<file path="config.mk">
export PLATFORM = sky130hd
export DESIGN_NAME = serial_add_ctrl
export DESIGN_NICKNAME = d
export VERILOG_FILES = /design/src/rtl/serial_add_ctrl.sv
export SDC_FILE = /design/constraint.sdc
export NUM_CORES = 1
export LEC_CHECK = 0
export ABC_AREA = 1
export BUFFER_PORTS_ARGS = -buffer_cell sky130_fd_sc_hd__buf_4
export CORE_MARGIN = 5
export CORE_UTILIZATION = 30
export CTS_BUF_LIST = sky130_fd_sc_hd__clkbuf_4 sky130_fd_sc_hd__clkbuf_8
export CTS_CLUSTER_DIAMETER = 80
export DETAILED_ROUTE_END_ITERATION = 10
export PLACE_DENSITY = 0.51
export SYNTH_ARGS = -nofsm -noshare
export SYNTH_HDL_FRONTEND = slang
export SYNTH_SLANG_ARGS = --single-unit
</file>
<file path="constraint.sdc">
create_clock -name clk -period 1.9 [get_ports clk]
set_clock_uncertainty 0.2 [all_clocks]
set_input_delay 0.095 -clock clk [delete_from_list [all_inputs] [get_ports clk]]
set_output_delay 0.095 -clock clk [all_outputs]
set_load 0.005 [all_outputs]
</file>
<file path="src/rtl/serial_add_ctrl.sv">
// Bit-serial adder controller: walks one full_adder cell across WIDTH bits LSB-first,
// with a registered carry, and holds the finished sum/carry on output registers.

module full_adder (
  input  logic a,
  input  logic b,
  input  logic c,
  output logic s,
  output logic co
);
  assign s  = a ^ b ^ c;
  assign co = (a & b) | (a & c) | (b & c);
endmodule

module serial_add_ctrl #(
  parameter int WIDTH = 8
) (
  input  logic             clk,
  input  logic             rst_n,
  input  logic             start,
  input  logic [WIDTH-1:0] a_in,
  input  logic [WIDTH-1:0] b_in,
  input  logic             cin,
  output logic             busy,
  output logic             done,
  output logic [WIDTH-1:0] sum_out,
  output logic             cout
);
  localparam int CNT_W = $clog2(WIDTH + 1);

  typedef enum logic [1:0] {IDLE, RUN, DONE} state_t;

  state_t             state_q, state_d;
  logic [WIDTH-1:0]   a_sr_q, a_sr_d;
  logic [WIDTH-1:0]   b_sr_q, b_sr_d;
  logic [WIDTH-1:0]   r_sr_q, r_sr_d;
  logic               cy_q, cy_d;
  logic [CNT_W-1:0]   cnt_q, cnt_d;
  logic [WIDTH-1:0]   sum_out_q, sum_out_d;
  logic               cout_q, cout_d;

  logic               fa_sum, fa_carry;
  logic [WIDTH:0]     r_cat;
  logic [WIDTH-1:0]   r_next;

  full_adder u_fa (
    .a  (a_sr_q[0]),
    .b  (b_sr_q[0]),
    .c  (cy_q),
    .s  (fa_sum),
    .co (fa_carry)
  );

  // New bit enters at the MSB; building it this way stays legal when WIDTH is 1.
  assign r_cat  = {fa_sum, r_sr_q};
  assign r_next = r_cat[WIDTH:1];

  always_comb begin
    state_d   = state_q;
    a_sr_d    = a_sr_q;
    b_sr_d    = b_sr_q;
    r_sr_d    = r_sr_q;
    cy_d      = cy_q;
    cnt_d     = cnt_q;
    sum_out_d = sum_out_q;
    cout_d    = cout_q;
    case (state_q)
      IDLE: begin
        if (start) begin
          a_sr_d  = a_in;
          b_sr_d  = b_in;
          cy_d    = cin;
          cnt_d   = '0;
          r_sr_d  = '0;
          state_d = RUN;
        end
      end
      RUN: begin
        r_sr_d = r_next;
        a_sr_d = a_sr_q >> 1;
        b_sr_d = b_sr_q >> 1;
        cy_d   = fa_carry;
        cnt_d  = cnt_q + CNT_W'(1);
        if (cnt_q == CNT_W'(WIDTH - 1)) begin
          sum_out_d = r_next;
          cout_d    = fa_carry;
          state_d   = DONE;
        end
      end
      DONE:    state_d = IDLE;
      default: state_d = IDLE;
    endcase
  end

  always_ff @(posedge clk or negedge rst_n) begin
    if (!rst_n) begin
      state_q   <= IDLE;
      a_sr_q    <= '0;
      b_sr_q    <= '0;
      r_sr_q    <= '0;
      cy_q      <= 1'b0;
      cnt_q     <= '0;
      sum_out_q <= '0;
      cout_q    <= 1'b0;
    end else begin
      state_q   <= state_d;
      a_sr_q    <= a_sr_d;
      b_sr_q    <= b_sr_d;
      r_sr_q    <= r_sr_d;
      cy_q      <= cy_d;
      cnt_q     <= cnt_d;
      sum_out_q <= sum_out_d;
      cout_q    <= cout_d;
    end
  end

  assign busy    = (state_q != IDLE);
  assign done    = (state_q == DONE);
  assign sum_out = sum_out_q;
  assign cout    = cout_q;

endmodule

</file>
# ---- After elaboration in Yosys (flattened, before gate mapping)
# Cells that the tools add are included.
dict set report totals {
  register_bits 40
  inputBits 20
}
dict set report classes {
  add_sub_neg 1
  n_eq_ne 5
  muxes 13
  bitwise_logic 7
  reduce_logical 6
}
# cell n
set ops {}
lappend ops {{one-hot mux 8 bit (2 select lines)} 3}
lappend ops {{two-way mux 8 bit} 3}
lappend ops {{one-hot mux 4 bit (2 select lines)} 1}
lappend ops {{AND reduction 2 bit} 3}
lappend ops {{adder 4 x 1 -> 4 bit, second input constant} 1}
lappend ops {{== test 4 x 3 -> 1 bit, second input constant} 1}
lappend ops {{two-way mux 2 bit} 2}
lappend ops {{two-way mux 4 bit} 1}
lappend ops {{!= test 2 bit, second input constant} 2}
lappend ops {{one-hot mux 2 bit (2 select lines)} 1}
lappend ops {{nonzero test 2 bit} 2}
lappend ops {{AND 1 bit} 3}
lappend ops {{== test 2 x 1 -> 1 bit, second input constant} 1}
lappend ops {{== test 2 bit, second input constant} 1}
lappend ops {{zero test 2 bit} 1}
lappend ops {{OR 1 bit} 2}
lappend ops {{one-hot mux 1 bit (2 select lines)} 1}
lappend ops {{XOR 1 bit} 2}
lappend ops {{two-way mux 1 bit} 1}

# ---- Depth between registers and ports, before layout
dict set report depth {
  depth_word 4
  mapped_depth 6
  mapped_depth_nobuf 6
}

# ---- By module
# A second synthesis with hierarchy kept.
dict set report unflattened {
  cells_unflattened 198
  area_unflattened_um2 1716.6
}
# module instances cells_each area_per_inst_um2 seq_area_each_um2
set by_module_without_submodules {}
lappend by_module_without_submodules {serial_add_ctrl 1 197 1696.6 975.9}
lappend by_module_without_submodules {full_adder 1 1 20.0 0.0}

# ---- Worst setup path after synthesis
# Ideal clock, no wire load.
dict set report synth_path {
  path_type {reg-to-reg}
  start {register cy_q}
  end {register sum_out_q[7], in the netlist sum_out[7]}
  setup_ps 65
  t_arrival_ps 1051
  required_time_ps 1635
  path_slack_ps 584
  path_stages_with_launch 4
  path_buffers 0
  synth_period_minus_slack_ps 1316
  path_cell_list {dfrtp_1 fa_1 nand3_1 nand2_1}
}
dict set report synth_between {
  elab_chain_len 1
}
# element line_no
set synth_lines {}
lappend synth_lines {{start: declaration} 37} ;# logic cy_q, cy_d;
lappend synth_lines {{start signal: assignment} 110} ;# cy_q <= cy_d;
lappend synth_lines {{XOR 1 bit} 11} ;# assign s = a ^ b ^ c;
lappend synth_lines {{named net fa_sum} 42} ;# logic fa_sum, fa_carry;
lappend synth_lines {{end signal: assignment} 112} ;# sum_out_q <= sum_out_d;
lappend synth_lines {{end: declaration} 39} ;# logic [WIDTH-1:0] sum_out_q, sum_out_d;
# The timed path passes the listed nets, and every way through them passes these cells.
# A chain may end at the register's enable or synchronous reset.

# ---- Worst setup path after layout
dict set report layout_path {
  start {register state_q[0]}
  end {register a_sr_q[4]}
}
dict set report layout_between {
  elab_chain_len 3
  word_cells_on_any_way 6
  classes_between {eq/ne (2); mux (1); reduce/logical (3)}
}
# element line_no
set layout_lines {}
lappend layout_lines {{start: declaration} 33} ;# state_t state_q, state_d;
lappend layout_lines {{start signal: assignment} 106} ;# state_q <= state_d;
lappend layout_lines {{== test 2 x 1 -> 1 bit / zero test 2 bit (equally long branches)} 67} ;# case (state_q)
lappend layout_lines {{nonzero test 2 bit (no source line) / != test 2 bit (equally long branches)} -}
lappend layout_lines {{AND reduction 2 bit (no source line)} -}
lappend layout_lines {{end signal: assignment} 107} ;# a_sr_q <= a_sr_d;
lappend layout_lines {{end: declaration} 34} ;# logic [WIDTH-1:0] a_sr_q, a_sr_d;
# Parallel ways exist; a longest one is shown, timed or not.

==> reports/metrics.yaml <==
portBuffers: 30
gp_congestion: 0.682
p_leak_uw: 0.00118
insertion_delay_ns: 0.29
root_buffer: "clkbuf_8"
grt_overflow_total: 0
rows: 28
fin_hold_ws_ns: 0.00264
dp.cells: 293
setup_viol: 0
fill_cells: 610
synthCells: 198
dieArea_um2: 7560
cp-start-kind: "flop"
routed_wl_mm: 3.99
finalHoldViolCount: 0
grt_pass1_wl_mm: 7.09
syn_nets: 220
synth_area_um2: 1780
r2r-end: "a_sr_q[4]"
dieHeight_um: 87.0
antenna_found_initial: 0
intPower_uw: 2020
cts_tree: "done"
final.min_clock_period_ns: 1.73
power_density_nw_per_um2: 1330
hpwlAfterDp_mm: 2.52
syn_to_final_growth_pct: 36.2
numCtsBuffers: 5
post_drt_wl_per_cell_um: 12.0
drtAntennaViolNets: 0
htree_levels: 2
yosysMostFrequentCell: "nand3_1"
final_core_util: 0.414
rsz0062_at_grt: "no"
max-vdd-ir-drop_v: 0.000468
required_ns: 1.92
regArea_um2: 976
io_pins: 31
coreArea_um2: 5850
synth_top_area_frac: 0.549
synthTopCellsByArea: "dfrtp_1, nand3_1, nand2_1, buf_6, buf_2"
r2r_start: "state_q[0]"
ys_ff_latch: 39
worstHoldPathType: "in2reg"
clkPwrFrac: 0.177
synth_cell_type_count: 20
dr.first_iter.drc_count: 48
drc: 0
diodes: 0
p_sw_uw: 1190
p_comb_frac: 0.384
timing.slew.headroom: 0.612
startpoint: "state_q[0]"
seq_power_share: 0.439
grt_usage: 0.118
drive_above_1_share: 0.198
tns_ns: 0
p_total_uw: 3210
dr.pass1.iters: 4
async_flop_share: 1.00
grt_pass1_vias: 1555
final_cells: 332
ys_seq_area_frac: 0.549
clock-sinks: 39
clk_pin_slew_ns: 0.08
ff2ff_setup_slack_ns: 0.17
status: "completed"
yosysWarnings: 0
multi_input_area_um2: 668
synth_edf_count: 0
grt_max_degree: 40
fin_crit_sh: 0.909
start_util: 0.304
synth_common_cells: "nand3_1, nand2_1, dfrtp_1"
cp-endpoint: "a_sr_q[4]"
r2r_cells: 5
cap_violations: 0
p_sw_frac: 0.371
via_per_inst: 4.67
fp.dieW_um: 87.0
cp.arrival_ns: 1.75
max_freq_mhz: 579
vias: 1549
synth_top_cell_by_area: "dfrtp_1"
avgSynthCellArea_um2: 8.97
path_max_fanout: 15
end_kind: "flop"
finalNetCount: 278
tightest_slew_ns: 0.580
drv_slew: 0
max-clock-path-buffers: 2
ys.flop_type: "dfrtp_1"
timing_worst_setup_path_type: "reg2reg"
-- critical path: stages, from the launching register on --
cell	delay (ns)
dfrtp_1	0.46
nor2_4	0.13
buf_12	0.14
nand3_1	0.07
dlygate4sd3_1	0.57
nand3_1	0.08
-- registers in the layout, indices dropped and copies added (netlist names) --
| signal | count |
|---|---|
| sum_out | 8 |
| cy_q | 1 |
| cnt_q | 4 |
| state_q | 2 |
| r_sr_q | 7 |
| cout | 1 |
| b_sr_q | 8 |
| a_sr_q | 8 |
-- what timing repair did --
| item | in CTS | in global routing |
|---|---|---|
| hold buffers | 29 | 0 |
| setup endpoints to repair | 0 | 11 |
| gates resized for setup | 0 | 0 |
| endpoints found under the hold margin | 56 | 0 |
| buffers inserted | 0 | 2 |
-- kinds of logic (layout without fill, tap and decap cells) --
kind of cell | Yosys count | in the layout | synth area share
AOI/OAI and AO/OA | 3 | 3 | 0.00845
adders and majority gates | 2 | 2 | 0.0183
buffers and inverters | 19 | 78 | 0.0746
DFF | 39 | 39 | 0.549
and+or+nand+nor | 135 | 135 | 0.349
-- power groups by stage --
stage	combinational, µW	sequential, µW	clock [µW]
floorplan	831	1390	0
finish	1230	1410	567
detailed placement	1140	1420	0
global placement	1110	1420	0
global route	1420	1460	625
CTS	1200	1420	587
-- routing by layer --
layer	vias up	part of all wire	track usage
met2	42	0.45	0.192
li1	771	-	-
met1	732	0.48	0.153
met5	-	0	0
met3	4	0.054	0.0293
met4	0	0.0098	0.0382
-- worst min-delay path by stage --
stage,from,endpoint,slack [ns],cells after the start
after floorplan,rst_n,a_sr_q[0],-0.40,0
after global placement,rst_n,cnt_q[1],-0.09,1
after detailed placement,rst_n,sum_out[0],-0.09,1
after CTS,start,b_sr_q[3],0.002,3
after global routing,start,b_sr_q[3],0.02,3
final,start,b_sr_q[3],0.003,3
-- metrics by stage --
stage          area [µm²]  worst slack [ns]
2_1_floorplan        1780             0.584
3_3_place_gp         2010             0.304
3_5_place_dp         2010             0.364
4_1_cts              2390            0.0682
5_1_grt              2420             0.107
6_report             2420             0.173
-- cell usage in the layout (no fill, tap or decap) --
master and count:
buf_12 1, buf_4 34, clkbuf_4 2, clkbuf_8 5, clkinv_2 1, dfrtp_1 39
dlygate4sd3_1 29, fa_1 1, ha_1 1, inv_1 4, inv_2 1, inv_6 1
nand2_1 57, nand2_2 2, nand2_4 1, nand3_1 69, nand4_1 1, nor2_1 2
nor2_2 2, nor2_4 1, o21ai_0 2, o21ai_1 1
-- final cells by class --
cell class              count  share of cell area
inverters                   6              0.0114
repair buffers             64               0.234
flip-flops and latches     39               0.403
well taps                  75              0.0388
multi-input cells         140               0.276
clock inverters             1             0.00207
clock buffers               7              0.0346
No activity file was read; power rests on OpenSTA's default activity.
